===== config.mk =====
export PLATFORM = sky130hd
export DESIGN_NAME = periph_bus_master
export DESIGN_NICKNAME = d
export VERILOG_FILES = /design/src/rtl/periph_bus_master.sv
export SDC_FILE = /design/constraint.sdc
export NUM_CORES = 1
export LEC_CHECK = 0
export CAP_MARGIN = 20
export CORE_MARGIN = 8
export CORE_UTILIZATION = 53
export CTS_CLUSTER_DIAMETER = 30
export DETAILED_ROUTE_END_ITERATION = 12
export PLACE_DENSITY = 0.79
export SLEW_MARGIN = 10
export SYNTH_ARGS = -nofsm -noshare
export SYNTH_HDL_FRONTEND = slang
export SYNTH_SLANG_ARGS = --single-unit

===== constraint.sdc =====
create_clock -name clk -period 3.2 [get_ports clk]
set_input_delay 0.48 -clock clk [delete_from_list [all_inputs] [get_ports clk]]
set_output_delay 0.48 -clock clk [all_outputs]
set_load 0.005 [all_outputs]

===== src/rtl/periph_bus_master.sv =====
// ---------------------------------------------------------------------------
// periph_bus_master
//
// Purpose: queues register read/write commands in a small FIFO and executes
// them one at a time on a simple peripheral bus (separate write and read
// strobes). Each command produces exactly one response, in acceptance order.
// Word-misaligned addresses are rejected with an error response and never
// reach the bus.
//
// Ports:
//   clk, rst          clock, asynchronous active-high reset
//   cmd_*             command channel (valid/ready), we=1 write / we=0 read
//   rsp_*             response channel (valid/ready), rdata and err
//   waddr_o, data_o,
//   sel_o, we_o       peripheral write channel (one-cycle strobe)
//   raddr_o, rd_o,
//   data_i            peripheral read channel; data_i is valid the cycle
//                     after rd_o was sampled high
// ---------------------------------------------------------------------------
module periph_bus_master #(
  parameter int FIFO_DEPTH = 4
) (
  input  logic        clk,
  input  logic        rst,
  input  logic        cmd_valid_i,
  output logic        cmd_ready_o,
  input  logic        cmd_we_i,
  input  logic [7:0]  cmd_addr_i,
  input  logic [31:0] cmd_wdata_i,
  input  logic [3:0]  cmd_sel_i,
  output logic        rsp_valid_o,
  input  logic        rsp_ready_i,
  output logic [31:0] rsp_rdata_o,
  output logic        rsp_err_o,
  output logic [7:0]  waddr_o,
  output logic [31:0] data_o,
  output logic [3:0]  sel_o,
  output logic        we_o,
  output logic [7:0]  raddr_o,
  output logic        rd_o,
  input  logic [31:0] data_i
);

  localparam int PTR_W = (FIFO_DEPTH > 1) ? $clog2(FIFO_DEPTH) : 1;
  localparam int CNT_W = PTR_W + 1;
  localparam int CMD_W = 1 + 8 + 32 + 4;

  typedef enum logic [2:0] {
    S_IDLE = 3'd0,
    S_WR   = 3'd1,
    S_RD   = 3'd2,
    S_RDW  = 3'd3,
    S_RSP  = 3'd4
  } state_t;

  state_t r_state;
  state_t w_state_next;

  // Command FIFO
  logic [CMD_W-1:0] r_fifo_mem [FIFO_DEPTH];
  logic [PTR_W-1:0] r_wptr;
  logic [PTR_W-1:0] r_rptr;
  logic [CNT_W-1:0] r_count;
  logic             w_full;
  logic             w_empty;
  logic             w_push;
  logic             w_pop;
  logic [CMD_W-1:0] w_push_word;
  logic [CMD_W-1:0] w_head;
  logic             w_head_we;
  logic [7:0]       w_head_addr;
  logic [31:0]      w_head_wdata;
  logic [3:0]       w_head_sel;
  logic             w_head_misaligned;

  // Command being executed and its response
  logic [7:0]  r_cmd_addr;
  logic [31:0] r_cmd_wdata;
  logic [3:0]  r_cmd_sel;
  logic [31:0] r_rsp_rdata;
  logic        r_rsp_err;

  assign w_full  = (r_count == CNT_W'(FIFO_DEPTH));
  assign w_empty = (r_count == '0);

  // Gated by rst so the port reads 0 for the whole reset interval, while the
  // registered count is already 0 (not full).
  assign cmd_ready_o = ~rst & ~w_full;
  assign w_push      = cmd_valid_i & cmd_ready_o;
  assign w_pop       = (r_state == S_IDLE) & ~w_empty;

  assign w_push_word = {cmd_we_i, cmd_addr_i, cmd_wdata_i, cmd_sel_i};
  assign w_head      = r_fifo_mem[r_rptr];
  assign w_head_we         = w_head[CMD_W-1];
  assign w_head_addr       = w_head[CMD_W-2 -: 8];
  assign w_head_wdata      = w_head[35:4];
  assign w_head_sel        = w_head[3:0];
  assign w_head_misaligned = (w_head_addr[1:0] != 2'b00);

  // Storage array carries no reset; validity is tracked by the count.
  always_ff @(posedge clk) begin
    if (w_push) begin
      r_fifo_mem[r_wptr] <= w_push_word;
    end
  end

  always_ff @(posedge clk or posedge rst) begin
    if (rst) begin
      r_wptr  <= '0;
      r_rptr  <= '0;
      r_count <= '0;
    end else begin
      if (w_push) begin
        r_wptr <= r_wptr + PTR_W'(1);
      end
      if (w_pop) begin
        r_rptr <= r_rptr + PTR_W'(1);
      end
      case ({w_push, w_pop})
        2'b10:   r_count <= r_count + CNT_W'(1);
        2'b01:   r_count <= r_count - CNT_W'(1);
        default: r_count <= r_count;
      endcase
    end
  end

  // FSM: state register
  always_ff @(posedge clk or posedge rst) begin
    if (rst) begin
      r_state <= S_IDLE;
    end else begin
      r_state <= w_state_next;
    end
  end

  // FSM: next-state logic
  always_comb begin
    w_state_next = r_state;
    case (r_state)
      S_IDLE: begin
        if (!w_empty) begin
          if (w_head_misaligned) begin
            w_state_next = S_RSP;
          end else if (w_head_we) begin
            w_state_next = S_WR;
          end else begin
            w_state_next = S_RD;
          end
        end
      end
      S_WR:  w_state_next = S_RSP;
      S_RD:  w_state_next = S_RDW;
      S_RDW: w_state_next = S_RSP;
      S_RSP: begin
        if (rsp_ready_i) begin
          w_state_next = S_IDLE;
        end
      end
      default: w_state_next = S_IDLE;
    endcase
  end

  // Command and response registers. The response is pre-set when the command
  // is popped (zero data, error flag from alignment); reads then overwrite the
  // data in RDW. Nothing changes while parked in RSP, so the response holds
  // steady under backpressure.
  always_ff @(posedge clk or posedge rst) begin
    if (rst) begin
      r_cmd_addr  <= '0;
      r_cmd_wdata <= '0;
      r_cmd_sel   <= '0;
      r_rsp_rdata <= '0;
      r_rsp_err   <= 1'b0;
    end else begin
      if (w_pop) begin
        r_cmd_addr  <= w_head_addr;
        r_cmd_wdata <= w_head_wdata;
        r_cmd_sel   <= w_head_sel;
        r_rsp_rdata <= '0;
        r_rsp_err   <= w_head_misaligned;
      end else if (r_state == S_RDW) begin
        r_rsp_rdata <= data_i;
        r_rsp_err   <= 1'b0;
      end
    end
  end

  // FSM: outputs. Bus fields are forced to zero whenever their strobe is low.
  always_comb begin
    we_o        = 1'b0;
    waddr_o     = '0;
    data_o      = '0;
    sel_o       = '0;
    rd_o        = 1'b0;
    raddr_o     = '0;
    rsp_valid_o = 1'b0;
    case (r_state)
      S_WR: begin
        we_o    = 1'b1;
        waddr_o = r_cmd_addr;
        data_o  = r_cmd_wdata;
        sel_o   = r_cmd_sel;
      end
      S_RD: begin
        rd_o    = 1'b1;
        raddr_o = r_cmd_addr;
      end
      S_RSP: begin
        rsp_valid_o = 1'b1;
      end
      default: begin
      end
    endcase
  end

  assign rsp_rdata_o = r_rsp_rdata;
  assign rsp_err_o   = r_rsp_err;

endmodule

# == Word level (Yosys, flattened, before mapping) ==
# Memory sizes are Yosys's and may differ from the RTL's.
# Cells that the tools add are included.
# word_totals
memories,1
ramBits,180
in_bits,81
regBits,87
wordCells,55
output_inout_bits,89
# memory_table
name,depth,width,read_ports,rd_ports_with_merged_regs,wr,line,rtl
r_fifo_mem,4,45,1,0,1,60,logic [CMD_W-1:0] r_fifo_mem [FIFO_DEPTH];
# op_classes
eq_ne,9
bitwise,6
n_mux,19
n_reduce_logical,7
add_sub_neg,4
# ops
cell,n
$mux W32,3
$mux W8,2
$pmux W3 S4,1
$mux W3,3
$mux W1,7
$eq A3 B2 Y1 const B,2
$eq A3 B3 Y1 const B,2
$logic_not A3 Y1,2
$pmux W3 S2,1
$reduce_bool A2 Y1,3
$add A2 B1 Y2 const B,2
$mux W4,1
$ne A2 B2 Y1 const B,2
$add A3 B1 Y3 const B,1
$and A1 B1 Y1,3
$eq A3 B1 Y1 const B,1
$not A1 Y1,3
$sub A3 B1 Y3 const B,1
$eq A2 B1 Y1 const B,1
$eq A2 B2 Y1 const B,1
$mux W2,1
$reduce_and A2 Y1,1
$reduce_or A2 Y1,1

# == Depth between registers and ports, before layout ==
# logic_depth
ltp_word,6
mapped_depth,10
depth_no_buf,9

# == Worst setup path after synthesis ==
# No wires, ideal clock.
# synth_path
path_type,input -> register
from,input cmd_valid_i
to,"memory r_fifo_mem[0][0] (netlist bit), enable pin"
setup_slack_ps,783
arrival_time_ps,2011
stages,3
setup_time_ps,407
path_buffers,0
path_cell_list,inv_1 -> a211oi_2 -> and2_1
# synth_via
elab_chain_cells,3
# synth_lines
element,line,rtl
"start, declared",25,"input logic cmd_valid_i,"
$and A1 B1 Y1,89,assign w_push = cmd_valid_i & cmd_ready_o;
$mux W1,102,if (w_push) begin
$mux W1 (implied by the code),103,r_fifo_mem[r_wptr] <= w_push_word;
"end, declared",60,
# No other way between the ends.

# == Worst setup path in the final report ==
# layout_path
from,register r_state[2]
to,output rd_o
# layout_via
elab_chain_cells,2
# layout_lines
element,line,rtl
"start, declared",56,state_t r_state;
"start signal, assigned",132,r_state <= w_state_next;
$eq A3 B2 Y1,197,case (r_state)
$mux W1,197,
"end, declared",40,"output logic rd_o,"
# No other way between the ends.

==> results.md <==
* Outcome: finished clean
* Critical Path Source Type: register
* Worst vdd ir at 563.4 uV
* Routed len/inst at 21.66 um
* Final Critical Period at 2936 ps
* Peak fanout along the critical path at 10
* Hold path start: r_cmd_sel[0]
* Chip height at 157.1 um
* Final setup fails at 0
* Initial detailed-routing violation count at 341
* Synth area leaders: edfxtp_1 51%, dfrtp_1 21%, mux4_2 7.7%
* I/O pin cnt at 170
* Simple-gate share of the synthesized area at 6.763%
* Slowest stage delay, CP at 590 ps
* RSZ-0062 raised after global routing: false
* Clock skew at 20.90 ps
* Buffers and inverters on the worst path at 1
* Setup ws final at 263.5 ps
* Detailed placer's ending HPWL at 14.90 mm
* Yosys cell types at 34
* Clock tree sinks at 267
* Vias after detailed routing at 5,838
* Fin Setup TNS at 0 ps
* Post-Route WL at 23.44 mm
* Die X at 157.1 um
* Total grt overflow at 0
* Synth warn at 0
* Worst-Skew Late Latency at 520 ps
* Post-synth top area cell: edfxtp_1
* Total GRT Usage at 19.27%
* Row Count at 51
* Cts bufs inserted at 43
* Post-CTS Setup Bufs at 0
* Mux cell area share after synthesis at 15.64%
* Tightest Hold Check Type: reg2reg
* Clock buffer depth at 3
* Vias in the first global route at 6,400
* Syn Nets at 674
* Initial antenna violation count at 1
* CP max stage cell: nor2_1
* Synth Area in Compound Gates at 1.970%
* Max cap viols at 0
* DR DRC count at 0
* Reg clk slew, reported paths at 50 ps
* Largest net degree at the start of global routing at 79
* IO buf count at 169
* Syn Area/Cell at 17.96 um2
* Rel. slew slack at 32.62%
* Initial Util at 54.00%
* CTS root buf: clkbuf_16
* Post-synthesis xor/xnor area fraction at 0.4983%
* Worst Reg-to-Reg Cells at 7
* Sequential fraction of the synthesis area at 71.90%
* CP Cell Sequence: nor2_1 -> and2_1 -> clkdlybuf4s50_1
* CTS tree: yes
* Sequential share of power at 38.4%
* Final hold viol count at 0
* Vias/cell at 5.396
* Final-report max-slew violation count at 0
* Fraction of layout cells with a size suffix above 1 at 22.67%
* Layout area overhead at 33.91%
* Power density over the cells at 894.1 nW/um2
* Internal power at 9.231 mW
* Resize count post-CTS at 0
* Switching portion of total power at 26.88%
* Core Area at 19,530 um2
* Worst R2R Start: r_state[1]
* Worst Hold End: r_cmd_sel[0]
* Number of H-tree levels at 2
* Family with the most delay on the worst path: simple AND/OR/NAND/NOR gates
* Dpl ws at 629.5 ps
* Setup slack, reg-to-reg at 930 ps
* Top-area cell type share of the netlist area at 51.26%
* First-pass DRT Iterations at 5
* Routability cong. at 0.8338
* Capturing point of the worst reg2reg path: r_count[2]
* CP Class: reg2out
* Worst path arrival time at 2460 ps
* Nets at 871
* Post-synthesis cell area at 10,550 um2
* Post-CTS Hold Fix Bufs at 0
* Transition time of the tightest slew-check pin at 1011 ps
* WHS Path Cells at 1
* Die area at 24,670 um2
* Tcrit/Tclk final at 91.77%
* Cells after Synth at 587
* Leakage at 5.221 nW
* Clock Power Share at 38.4%
* P_sw at 3.394 mW
* Post-synthesis register bit count at 267
* Crit path required time at 2720 ps
* Combinational fraction of design power at 23.2%
* Adder-Cell Fraction of Synth Area at 0.7831%
* Core Util, Final at 72.32%
* F_max at 340.5 MHz
* Final ANT Viol Nets at 0
* CP endpoint kind: output port
* Global-route wire length before repair at 36.16 mm
* Largest family of logic cells by synthesized area: multiplexers
## worst reg2reg max path, stage by stage, from the launching register on
cell and delay, ps:
dfrtp_1 610, nor4_4 440, ha_1 250, inv_1 60, fa_1 370, xor2_1 150, nor2_1 120, xor2_1 180
## power groups by stage
stage	combinational [mW]	sequential [mW]	clock [mW]
floorplan	2.36	4.60	0
global placement	2.84	4.86	0
detailed placement	2.93	4.90	0
CTS	2.99	4.86	4.92
global route	3.16	4.93	5.08
finish	2.93	4.85	4.85
## worst max-delay path by stage
stage / from / end / slack, ps / cells past startpoint
after global placement: cmd_valid_i / r_fifo_mem[2][0] / 730 / 5
after floorplan: rst / r_cmd_addr[0] / 470 / 1
after detailed placement: cmd_valid_i / r_fifo_mem[2][1] / 630 / 5
after CTS: r_state[2] / rd_o / 210 / 3
final: r_state[2] / rd_o / 260 / 3
after global routing: r_state[2] / rd_o / 150 / 3
## state kept, by name (all words and copies together) (netlist names)
signal       count
r_fifo_mem     180
r_cmd_wdata     32
rsp_rdata_o     32
r_cmd_addr       8
r_cmd_sel        4
r_count          3
r_state          3
r_rptr           2
r_wptr           2
rsp_err_o        1
## cell type report
type | instances | area [um2]
fill | 1186 | 5405
multi-input combinational | 278 | 2716
sequential | 267 | 7587
antenna | 1 | 2.502
timing repair buffer | 185 | 1912
inverter | 9 | 36.28
clock buffer | 45 | 1084
tap | 265 | 331.6
clock inverter | 32 | 451.7
## cell usage after synthesis (all sizes together)
master and number:
a211oi 1, a21o 1, a21oi 34, a31o 1, and2 49, and3 8, and3b 1, and4bb 1
buf 19, clkbuf 14, dfrtp 87, edfxtp 180, fa 1, ha 5, inv 9, mux2 45
mux2i 2, mux4 45, nand2 65, nand3b 1, nor2 4, nor3 3, nor3b 1, nor4 2
nor4b 1, o41ai 1, xnor2 2, xor2 4
## logic make-up (layout without fill, tap and decap cells)
| logic type | after synthesis | count (layout) |
|---|---|---|
| adder cells (fa/ha/maj) | 6 | 6 |
| AO/OA/AOI/OAI | 38 | 38 |
| multiplexers | 92 | 92 |
| flip-flops | 267 | 267 |
| other | 0 | 1 |
| XOR/XNOR | 6 | 6 |
| buffers and inverters | 42 | 271 |
| AND/OR/NAND/NOR | 136 | 136 |
## cell usage in the layout (no fill, tap or decap), types with 2 or more instances in the layout
cell type	netlist	final
inv_1	9	8
ha_1	5	5
mux4_2	36	36
nand2_1	65	65
clkbuf_1	14	2
clkinv_4	0	6
and3_1	8	8
clkdlybuf4s50_1	0	169
nor2_1	4	4
clkinvlp_4	0	3
edfxtp_1	180	180
inv_8	0	5
and2_1	49	45
mux2i_1	2	2
xor2_1	4	4
inv_6	0	5
clkbuf_16	0	43
bufinv_16	0	8
mux2_4	20	20
buf_12	0	8
and2_2	0	4
xnor2_1	2	2
nor3_1	2	2
mux2_2	25	25
dfrtp_1	87	85
a21oi_1	34	34
clkinv_2	0	4
buf_4	3	8
mux4_1	9	9
## stage by stage
stage / hold WS (ps) / instances / area (um2) / power [mW]
2_1_floorplan: 472.0 / 587 / 10550 / 6.962
3_3_place_gp: 483.0 / 1004 / 12580 / 7.701
3_5_place_dp: 487.6 / 1004 / 12580 / 7.833
4_1_cts: 498.1 / 1081 / 14120 / 12.77
5_1_grt: 501.6 / 1082 / 14120 / 13.17
6_report: 495.5 / 1082 / 14120 / 12.62
## metal layers
metal | wire length (um) | track usage (%) | up-vias | share of wire (%)
met4 | 687 | 8.341 | 0 | 2.9
met2 | 11720 | 32.93 | 243 | 50
met5 | 0 | 0 | - | 0
met1 | 9183 | 23.12 | 2916 | 39
met3 | 1850 | 4.497 | 59 | 7.9
li1 | - | - | 2620 | -
No activity file was read; power rests on OpenSTA's default activity.
